--- config.mk ---
export PLATFORM = sky130hd
export DESIGN_NAME = r2mdc_delay_commutator_flat
export DESIGN_NICKNAME = d
export VERILOG_FILES = /design/src/rtl/r2mdc_pkg.sv /design/src/rtl/r2mdc_delay_commutator_if.sv /design/src/rtl/dc_delay_line.sv /design/src/rtl/r2mdc_delay_commutator.sv /design/src/flat_wrapper.sv
export SDC_FILE = /design/constraint.sdc
export NUM_CORES = 1
export LEC_CHECK = 0
export CORE_UTILIZATION = 50
export CTS_CLUSTER_SIZE = 16
export DETAILED_ROUTE_END_ITERATION = 10
export PLACE_DENSITY = 0.74
export SETUP_SLACK_MARGIN = 0.4
export SYNTH_ARGS = -nofsm -noshare
export SYNTH_HDL_FRONTEND = slang
export SYNTH_HIERARCHICAL = 1
export SYNTH_SLANG_ARGS = --single-unit
--- constraint.sdc ---
create_clock -name CLK -period 9.3 [get_ports CLK]
set_clock_uncertainty 0.2 [all_clocks]
set_input_delay 1.86 -clock CLK [delete_from_list [all_inputs] [get_ports CLK]]
set_output_delay 1.86 -clock CLK [all_outputs]
set_load 0.05 [all_outputs]
--- src/rtl/r2mdc_pkg.sv ---
// Shared types and elaboration helpers for the R2MDC delay-commutator.
package r2mdc_pkg;

  localparam int unsigned DATA_W_DEF = 16;

  typedef struct packed {
    logic [DATA_W_DEF-1:0] re;
    logic [DATA_W_DEF-1:0] im;
  } cplx_t;

  function automatic bit is_pow2(input int unsigned v);
    return (v != 0) && ((v & (v - 1)) == 0);
  endfunction

endpackage

--- src/rtl/r2mdc_delay_commutator_if.sv ---
// Sample bundle between butterfly stage n and the delay-commutator feeding stage n+1.
// flush/in_ready exist only when R2MDC_DC_FLUSH_EN is defined.
interface r2mdc_delay_commutator_if import r2mdc_pkg::*; #(
  parameter int DATA_W = DATA_W_DEF
);

  logic              in_valid;
  logic [DATA_W-1:0] bf_out0_re;
  logic [DATA_W-1:0] bf_out0_im;
  logic [DATA_W-1:0] bf_out1_re;
  logic [DATA_W-1:0] bf_out1_im;
  logic              out_valid;
  logic [DATA_W-1:0] cm_out0_re;
  logic [DATA_W-1:0] cm_out0_im;
  logic [DATA_W-1:0] cm_out1_re;
  logic [DATA_W-1:0] cm_out1_im;

`ifdef R2MDC_DC_FLUSH_EN
  logic flush;
  logic in_ready;

  modport master (
    output in_valid, bf_out0_re, bf_out0_im, bf_out1_re, bf_out1_im, flush,
    input  out_valid, cm_out0_re, cm_out0_im, cm_out1_re, cm_out1_im, in_ready
  );
  modport slave (
    input  in_valid, bf_out0_re, bf_out0_im, bf_out1_re, bf_out1_im, flush,
    output out_valid, cm_out0_re, cm_out0_im, cm_out1_re, cm_out1_im, in_ready
  );
`else
  modport master (
    output in_valid, bf_out0_re, bf_out0_im, bf_out1_re, bf_out1_im,
    input  out_valid, cm_out0_re, cm_out0_im, cm_out1_re, cm_out1_im
  );
  modport slave (
    input  in_valid, bf_out0_re, bf_out0_im, bf_out1_re, bf_out1_im,
    output out_valid, cm_out0_re, cm_out0_im, cm_out1_re, cm_out1_im
  );
`endif

endinterface

--- src/rtl/dc_delay_line.sv ---
// DELAY-deep circular buffer of {re,im} words; the combinational read returns
// the word stored before this cycle's write to the same address.
module dc_delay_line import r2mdc_pkg::*; #(
  parameter int DATA_W  = DATA_W_DEF,
  parameter int DELAY   = 16,
  localparam int ADDR_W = $clog2(DELAY)
) (
  input  logic                clk_i,
  input  logic                en_i,
  input  logic [ADDR_W-1:0]   addr_i,
  input  logic [2*DATA_W-1:0] din_i,
  output logic [2*DATA_W-1:0] dout_o
);

  logic [2*DATA_W-1:0] mem_q [DELAY];

  always_ff @(posedge clk_i) begin
    if (en_i) begin
      mem_q[addr_i] <= din_i;
    end
  end

  assign dout_o = mem_q[addr_i];

endmodule

--- src/rtl/r2mdc_delay_commutator.sv ---
// R2MDC inter-stage reorder: pre-delay lower path, commutate every DELAY samples,
// post-delay upper path; 1-cycle output register. Optional drain via R2MDC_DC_FLUSH_EN.
module r2mdc_delay_commutator import r2mdc_pkg::*; #(
  parameter int DATA_W = DATA_W_DEF,
  parameter int DELAY  = 16
) (
  input  logic                     CLK,
  input  logic                     RST,
  r2mdc_delay_commutator_if.slave  io
);

  localparam int ADDR_W = $clog2(DELAY);

  typedef struct packed {
    logic [DATA_W-1:0] re;
    logic [DATA_W-1:0] im;
  } smp_t;

  if (!is_pow2(DELAY) || DELAY < 2) begin : g_bad_delay
    $error("DELAY must be a power of two and at least 2");
  end

  logic [ADDR_W:0]   k_q, k_d;
  logic              primed_q, primed_d;
  logic              out_valid_q, out_valid_d;
  smp_t              cm0_q, cm0_d, cm1_q, cm1_d;
  logic              accept;
  logic [ADDR_W-1:0] addr;
  logic              sw;
  smp_t              x0, x1, din1, c0, c1, y0;

`ifdef R2MDC_DC_FLUSH_EN
  logic              drain_q, drain_d;
  logic [ADDR_W-1:0] dcnt_q, dcnt_d;

  // While draining, zero pairs stand in for real input so the buffered tail walks out.
  assign io.in_ready = !drain_q;
  assign accept      = drain_q | io.in_valid;
  assign x0          = drain_q ? '0 : {io.bf_out0_re, io.bf_out0_im};
  assign din1        = drain_q ? '0 : {io.bf_out1_re, io.bf_out1_im};
`else
  assign accept      = io.in_valid;
  assign x0          = {io.bf_out0_re, io.bf_out0_im};
  assign din1        = {io.bf_out1_re, io.bf_out1_im};
`endif

  assign addr = k_q[ADDR_W-1:0];
  assign sw   = k_q[ADDR_W];
  assign c0   = sw ? x1 : x0;
  assign c1   = sw ? x0 : x1;

  dc_delay_line #(.DATA_W(DATA_W), .DELAY(DELAY)) u_pre (
    .clk_i  (CLK),
    .en_i   (accept),
    .addr_i (addr),
    .din_i  (din1),
    .dout_o (x1)
  );

  dc_delay_line #(.DATA_W(DATA_W), .DELAY(DELAY)) u_post (
    .clk_i  (CLK),
    .en_i   (accept),
    .addr_i (addr),
    .din_i  (c0),
    .dout_o (y0)
  );

  always_comb begin
    k_d         = k_q;
    primed_d    = primed_q;
    out_valid_d = 1'b0;
    cm0_d       = cm0_q;
    cm1_d       = cm1_q;
    if (accept) begin
      k_d         = k_q + (ADDR_W+1)'(1);
      out_valid_d = primed_q;
      cm0_d       = y0;
      cm1_d       = c1;
      if (k_q == (ADDR_W+1)'(DELAY-1)) begin
        primed_d = 1'b1;
      end
    end
`ifdef R2MDC_DC_FLUSH_EN
    drain_d = drain_q;
    dcnt_d  = dcnt_q;
    if (drain_q) begin
      dcnt_d = dcnt_q + ADDR_W'(1);
      if (dcnt_q == ADDR_W'(DELAY-1)) begin
        drain_d  = 1'b0;
        k_d      = '0;
        primed_d = 1'b0;
      end
    end else if (io.flush) begin
      drain_d = 1'b1;
      dcnt_d  = '0;
    end
`endif
  end

  always_ff @(posedge CLK) begin
    if (RST) begin
      k_q         <= '0;
      primed_q    <= 1'b0;
      out_valid_q <= 1'b0;
      cm0_q       <= '0;
      cm1_q       <= '0;
`ifdef R2MDC_DC_FLUSH_EN
      drain_q     <= 1'b0;
      dcnt_q      <= '0;
`endif
    end else begin
      k_q         <= k_d;
      primed_q    <= primed_d;
      out_valid_q <= out_valid_d;
      cm0_q       <= cm0_d;
      cm1_q       <= cm1_d;
`ifdef R2MDC_DC_FLUSH_EN
      drain_q     <= drain_d;
      dcnt_q      <= dcnt_d;
`endif
    end
  end

  assign io.out_valid  = out_valid_q;
  assign io.cm_out0_re = cm0_q.re;
  assign io.cm_out0_im = cm0_q.im;
  assign io.cm_out1_re = cm1_q.re;
  assign io.cm_out1_im = cm1_q.im;

endmodule

--- src/flat_wrapper.sv ---
// flat-port wrapper written by rule: the top's interface ports become plain ports
module r2mdc_delay_commutator_flat import r2mdc_pkg::*;
#(
  parameter int DATA_W = DATA_W_DEF,
  parameter int DELAY  = 16
)
  (CLK, RST, io_in_valid, io_bf_out0_re, io_bf_out0_im, io_bf_out1_re, io_bf_out1_im, io_out_valid, io_cm_out0_re, io_cm_out0_im, io_cm_out1_re, io_cm_out1_im);
  r2mdc_delay_commutator_if #(.DATA_W(DATA_W)) io_i ();
  input  logic CLK;
  input  logic RST;
  input wire logic [$bits(io_i.in_valid)-1:0] io_in_valid;
  input wire logic [$bits(io_i.bf_out0_re)-1:0] io_bf_out0_re;
  input wire logic [$bits(io_i.bf_out0_im)-1:0] io_bf_out0_im;
  input wire logic [$bits(io_i.bf_out1_re)-1:0] io_bf_out1_re;
  input wire logic [$bits(io_i.bf_out1_im)-1:0] io_bf_out1_im;
  output wire logic [$bits(io_i.out_valid)-1:0] io_out_valid;
  output wire logic [$bits(io_i.cm_out0_re)-1:0] io_cm_out0_re;
  output wire logic [$bits(io_i.cm_out0_im)-1:0] io_cm_out0_im;
  output wire logic [$bits(io_i.cm_out1_re)-1:0] io_cm_out1_re;
  output wire logic [$bits(io_i.cm_out1_im)-1:0] io_cm_out1_im;
  assign io_i.in_valid = io_in_valid;
  assign io_i.bf_out0_re = io_bf_out0_re;
  assign io_i.bf_out0_im = io_bf_out0_im;
  assign io_i.bf_out1_re = io_bf_out1_re;
  assign io_i.bf_out1_im = io_bf_out1_im;
  assign io_out_valid = io_i.out_valid;
  assign io_cm_out0_re = io_i.cm_out0_re;
  assign io_cm_out0_im = io_i.cm_out0_im;
  assign io_cm_out1_re = io_i.cm_out1_re;
  assign io_cm_out1_im = io_i.cm_out1_im;
  r2mdc_delay_commutator #(.DATA_W(DATA_W), .DELAY(DELAY)) u_core (.CLK(CLK), .RST(RST), .io(io_i));
endmodule
==> flow_metrics.env, run 1 <==
export IMPL_outcome="complete, no violations"
export IMPL_fin_ws_ps=4299
export IMPL_power_uw=10490
export IMPL_clkTransAtPathRegs_ps=60
export IMPL_clk_root_buffer_cell="clkbuf_16"
export IMPL_fin_nets=2149
export IMPL_vias_per_cell=6.069
export IMPL_min_period_over_period_pct=53.77
export IMPL_die_h_um=290.7
export IMPL_pin_count=132
export IMPL_clock_sinks=1095
export IMPL_finalSetupViolCount=0
export IMPL_cts_setup_buffers=0
export IMPL_endpoint_kind="register"
export IMPL_die_area_mm2=0.08449
export IMPL_grt_pass1_vias=20270
export IMPL_remaining_drc_errors=0
export IMPL_wire_per_inst_um=26.98
export IMPL_p_per_area_mw_per_mm2=221.1
export IMPL_cts_tree="done"
export IMPL_drive_gt1_share_pct=23.78
export IMPL_rows=105
export IMPL_syn_nets=1997
export IMPL_synth_cells=1928
export IMPL_worst_pin_slew_ps=1257
export IMPL_initial_core_util_pct=50.66
export IMPL_antenna_found_initial=4
export IMPL_preCtsSetupSlack_ps=3620
export IMPL_fin_setup_tns_ps=0
export IMPL_vias=19650
export IMPL_syn_area_per_cell_um2=21.61
export IMPL_grt_busiest_layer="met2"
export IMPL_drt_pass1_iter_count=5
export IMPL_clk_latency_ps=660
export IMPL_wl_um=87340
export IMPL_cp_data_required_time_ps=9430
export IMPL_dpl_hpwl_um=50240
export IMPL_final_area_mm2=0.04745
export IMPL_synth_area_mm2=0.04167
export IMPL_cts_inserted_buffers=104
export IMPL_area_delta_synth_final_pct=13.87
export IMPL_slew_viol_final=0
export IMPL_crit_fanout=74
export IMPL_peakVddDrop_mv=0.1769
export IMPL_period_needed_ps=5001
export IMPL_met3_usage_pct=3.770
export IMPL_clock_path_buffers=3
export IMPL_grt_use_total_pct=20.88
export IMPL_io_buffers=131
export IMPL_synth_area_leaders="edfxtp_1, mux4_2, dfxtp_1"
export IMPL_use_met1_pct=29.70
export IMPL_r2r_setup_slack_ps=5130
export IMPL_seq_area_frac_synth_pct=77.21
export IMPL_drt_iter0_markers=1665
export IMPL_synth_cell_types=30
export IMPL_grt_max_degree=119
export IMPL_layout_commonest_cell="edfxtp_1"
export IMPL_synth_largest_area_cell="edfxtp_1"
export IMPL_arrival_ps=5130
export IMPL_place_gp_congestion=0.7874
export IMPL_final_util_pct=57.69
export IMPL_ant_nets=0
export IMPL_dieWidth_um=290.7
export IMPL_worstSetupPathType="in -> reg"
export IMPL_cp_start_kind="input pin"
export IMPL_final_hold_violation_count=0
export IMPL_cts_resized=0
export IMPL_cap_violations=0
export IMPL_ys_ff_latch=1095
export IMPL_grt_pass1_wl_um=130500
export IMPL_fmax_mhz=200.0
export IMPL_rsz0062_at_grt="false"
export IMPL_leakagePower_uw=0.01468
export IMPL_yosys_area_top_type_share_pct=73.80
export IMPL_grt_remaining_overflow=0
export IMPL_hold_path_class="reg -> reg"
export IMPL_cts_htree_levels=3
export IMPL_core_area_mm2=0.08224
export IMPL_dpl_cell_area_mm2=0.04419
export IMPL_cts_hold_fix_buffers=0
export IMPL_grtUsageMet2_pct=33.57
export IMPL_yosysWarnings=6
export IMPL_timing_slew_headroom_pct=16.03
export IMPL_final_cell_mix="edfxtp_1, mux4_2, clkdlybuf4s50_1"
==> critical path: stages <==
cell    delay [ps]
buf_4          640
buf_4          610
or3b_2         620
nor3_2         830
buf_4          460
==> sequential cells by signal, summed over array words and instances (netlist names) <==
signal                cells
u_core/io.cm_out0_im     16
u_core/io.cm_out0_re     16
u_core/io.cm_out1_im     16
u_core/io.cm_out1_re     16
u_core/io.out_valid       1
u_core/k_q                5
u_core/primed_q           1
u_core/u_post/mem_q     512
u_core/u_pre/mem_q      512
==> report_power, final <==
part | total (uW) | switching (uW) | leakage (uW) | internal [uW]
sequential | 5560 | 49.1 | 0.00984 | 5510
clock | 4030 | 1750 | 0.00160 | 2280
combinational | 903 | 542 | 0.00324 | 361
==> metrics by stage <==
step / cells / hold WS, ps
2_1_floorplan: 1928 / 217.9
4_1_cts: 3236 / 243.7
5_1_grt: 3236 / 255.0
3_3_place_gp: 3044 / 238.6
6_report: 3237 / 238.0
3_5_place_dp: 3044 / 234.8
==> routing by layer <==
metal	share of wire, %	vias up
li1	-	8371
met4	2.4	4
met5	0.034	-
met2	49	779
met3	7.8	142
met1	41	10350
==> final cells by class <==
cell class              count  area, um2
repair buffers            164       1567
multi-input cells         714       9104
inverters                   1      3.754
clock buffers             129       2780
diodes                      1      2.502
well taps                1070       1339
fillers                  5765      34790
flip-flops and latches   1095      32180
clock inverters            63      469.2
==> cells by family after synthesis <==
logic type | synth area share (%)
xor gates and xnor gates | 0.02102
AOI/OAI and AO/OA | 2.949
adders and majority gates | 0.06005
and+or+nand+nor | 1.916
buffers and inverters | 1.552
muxes | 16.29
DFF | 77.21
==> cell usage after synthesis <==
| library cell | instances |
|---|---|
| inv_1 | 1 |
| nor2b_1 | 5 |
| mux4_2 | 256 |
| and2_1 | 2 |
| buf_8 | 1 |
| nor3_1 | 8 |
| ha_1 | 2 |
| a211oi_1 | 33 |
| or3b_2 | 2 |
| a22oi_1 | 128 |
| buf_12 | 1 |
| buf_1 | 2 |
| xnor2_1 | 1 |
| buf_2 | 27 |
| nand3b_1 | 5 |
| edfxtp_1 | 1024 |
| nor2_1 | 96 |
| a21bo_2 | 1 |
| dfxtp_1 | 71 |
| mux2i_1 | 65 |
| buf_4 | 9 |
| nand3_1 | 2 |
| a21oi_1 | 2 |
| nand2_1 | 67 |
| clkbuf_1 | 64 |
| and3_1 | 1 |
| mux2_2 | 33 |
| nand4_1 | 1 |
| nand2b_1 | 4 |
| buf_6 | 14 |
==> path summary, 6_finish.rpt <==
kind / startpoint / end / cells after the start
worst min register to register: u_core/primed_q$_SDFFE_PP0P_ / u_core/io.out_valid$_SDFF_PP0_ / 2
worst min-delay path: u_core/primed_q$_SDFFE_PP0P_ / u_core/io.out_valid$_SDFF_PP0_ / 2
worst max register to register: u_core/k_q[0]$_SDFFE_PP0P_ / u_core/io.cm_out0_im[12]$_SDFFE_PP0P_ / 7
worst max-delay path: io_in_valid / u_core/u_post/mem_q[0][18]$_DFFE_PP_ / 5
Note: power is estimated with default switching activity, not from simulation.
==> inputs of run 2 (changes only) <==
Settings changed: PLACE_DENSITY 0.74 to 0.77.
Clock period 9.3 ns to 4.57 ns, I/O delays scaled along.
==> run 2 against run 1 <==
Effect of this change:
- clock-buffer cell count increased by 8
- critical path depth decreased by 1
- largest power group unchanged
- sequential share of layout area decreased by 0.87 points
- flip-flop and latch count unchanged
- worst setup slack got worse by 3200 ps
- sequential power increased by 110%
- core utilization increased by 0.75 points
- hold slack improved by 10 ps
- combinational power increased by 99%
- power increased by 110%
- final area increased by 1.3%
==> flow_metrics.env, run 2 (synthesis results as in run 1) <==
export IMPL_vias_per_cell=6.190
export IMPL_instances_no_fill=3268
export IMPL_cp_start_kind="register"
export IMPL_grt_pass1_wl_um=139200
export IMPL_initial_core_util_pct=50.66
export IMPL_arrival_ps=3630
export IMPL_layout_commonest_cell="edfxtp_1"
export IMPL_dpl_hpwl_um=53140
export IMPL_dr_wl_met3_um=8245
export IMPL_num_antenna_cells=0
export IMPL_post_place_cells=3071
export IMPL_worstSetupPathType="reg -> reg"
export IMPL_p_per_area_mw_per_mm2=454.9
export IMPL_top_regs="u_core/u_post/mem_q (512), u_core/u_pre/mem_q (512)"
export IMPL_clock_sinks=1095
export IMPL_final_util_pct=58.44
export IMPL_topRoutingLayerUsed="met4"
export IMPL_die_area_mm2=0.08449
export IMPL_power_uw=21860
export IMPL_cts_inserted_buffers=104
export IMPL_cap_violations=0
export IMPL_slew_viol_final=0
export IMPL_clock_path_buffers=3
export IMPL_peakVddDrop_mv=0.3355
export IMPL_grt_use_total_pct=22.53
export IMPL_place_gp_congestion=0.8062
export IMPL_cts_resized=0
export IMPL_fin_setup_tns_ps=0
export IMPL_wl_met2_um=48330
export IMPL_pin_count=132
export IMPL_drive_gt1_share_pct=25.25
export IMPL_endpoint_kind="register"
export IMPL_crit_fanout=49
export IMPL_final_cell_mix="edfxtp_1, mux4_2, clkdlybuf4s50_1"
export IMPL_ant_nets=0
export IMPL_fin_nets=2176
export IMPL_antenna_found_initial=0
export IMPL_clk_root_buffer_cell="clkbuf_16"
export IMPL_area_delta_synth_final_pct=15.35
export IMPL_cts_setup_buffers=0
export IMPL_wl_um=94400
export IMPL_cts_tree="done"
export IMPL_preCtsSetupSlack_ps=1041
export IMPL_clkTransAtPathRegs_ps=60
export IMPL_drt_iter0_markers=2213
export IMPL_hold_path_class="reg -> reg"
export IMPL_io_buffers=131
export IMPL_period_needed_ps=3483
export IMPL_grt_remaining_overflow=0
export IMPL_fmax_mhz=287.1
export IMPL_cts_hold_fix_buffers=0
export IMPL_fin_ws_ps=1087
export IMPL_rsz0062_at_grt="false"
export IMPL_grt_max_degree=82
export IMPL_timing_slew_headroom_pct=13.04
export IMPL_rows=105
export IMPL_cpPeakStageDelay_ps=940
export IMPL_grt_pass1_vias=21170
export IMPL_outcome="complete, no violations"
export IMPL_drt_met1_wl_um=34930
export IMPL_wire_per_inst_um=28.89
export IMPL_crit_chain="buf_12 > nand2_1 > nor2_4 > buf_4"
export IMPL_vias=20230
export IMPL_remaining_drc_errors=0
export IMPL_dieWidth_um=290.7
export IMPL_min_period_over_period_pct=76.22
export IMPL_die_h_um=290.7
export IMPL_finalSetupViolCount=0
export IMPL_cts_htree_levels=3
export IMPL_core_area_mm2=0.08224
export IMPL_drt_pass1_iter_count=5
export IMPL_worst_pin_slew_ps=1302
export IMPL_leakagePower_uw=0.01496
export IMPL_cp_data_required_time_ps=4710
export IMPL_crit_path_top_delay_cell="dfxtp_4"
export IMPL_final_hold_violation_count=0
export IMPL_clk_latency_ps=690
## run 2: cell count changes in the layout (fill, tap and decap cells not counted), sizes merged
cell,change
clkbuf,+8
buf,+27
clkinvlp,+2
inv,+1
clkinv,-11
diode,-1
bufinv,+5
## run 2: path summary, 6_finish.rpt
path	startpoint	end	slack, ps	depth (start not counted)
setup / recovery	u_core/k_q[0]$_SDFFE_PP0P_	u_core/u_post/mem_q[3][9]$_DFFE_PP_	1090	4
hold reg to reg	u_core/primed_q$_SDFFE_PP0P_	u_core/io.out_valid$_SDFF_PP0_	250	2
setup reg to reg	u_core/k_q[0]$_SDFFE_PP0P_	u_core/u_post/mem_q[3][9]$_DFFE_PP_	1090	4
hold / removal	u_core/primed_q$_SDFFE_PP0P_	u_core/io.out_valid$_SDFF_PP0_	250	2
## run 2: area by class of cell
type / instances / area (um2)
clock buffers: 137 / 2826
clock inverters: 60 / 675.6
fillers: 5600 / 34180
inverters: 1 / 3.754
multi-input cells: 714 / 9117
flip-flops and latches: 1095 / 32180
well taps: 1070 / 1339
repair buffers: 191 / 1919
## run 2: metrics by stage
stage | hold slack [ps] | cell area (um2)
after floorplan | 217.9 | 41680
after global placement | 242.4 | 44560
after global routing | 260.5 | 48060
after CTS | 247.2 | 48060
after detailed placement | 237.7 | 44560
final | 248.0 | 48060
## run 2: critical path: cells and delay by family, from the launching register on
family                 cells  cell delay [ps]
buffers and inverters      2              840
flip-flops                 1              940
AND/OR/NAND/NOR            2             1100
## run 2: report_power, final
group          switching [uW]  leakage (uW)  total [uW]  internal, uW
Combinational            1050       0.00342        1800           752
Clock                    3700       0.00170        8710          5010
Sequential                138       0.00984       11400         11200
## run 2: layer usage
metal  track usage, %  vias to the layer above
met5                0                        -
met4            7.898                        0
met3            4.573                      189
met2            38.16                     1028
met1            29.09                    10580
li1                 -                     8427
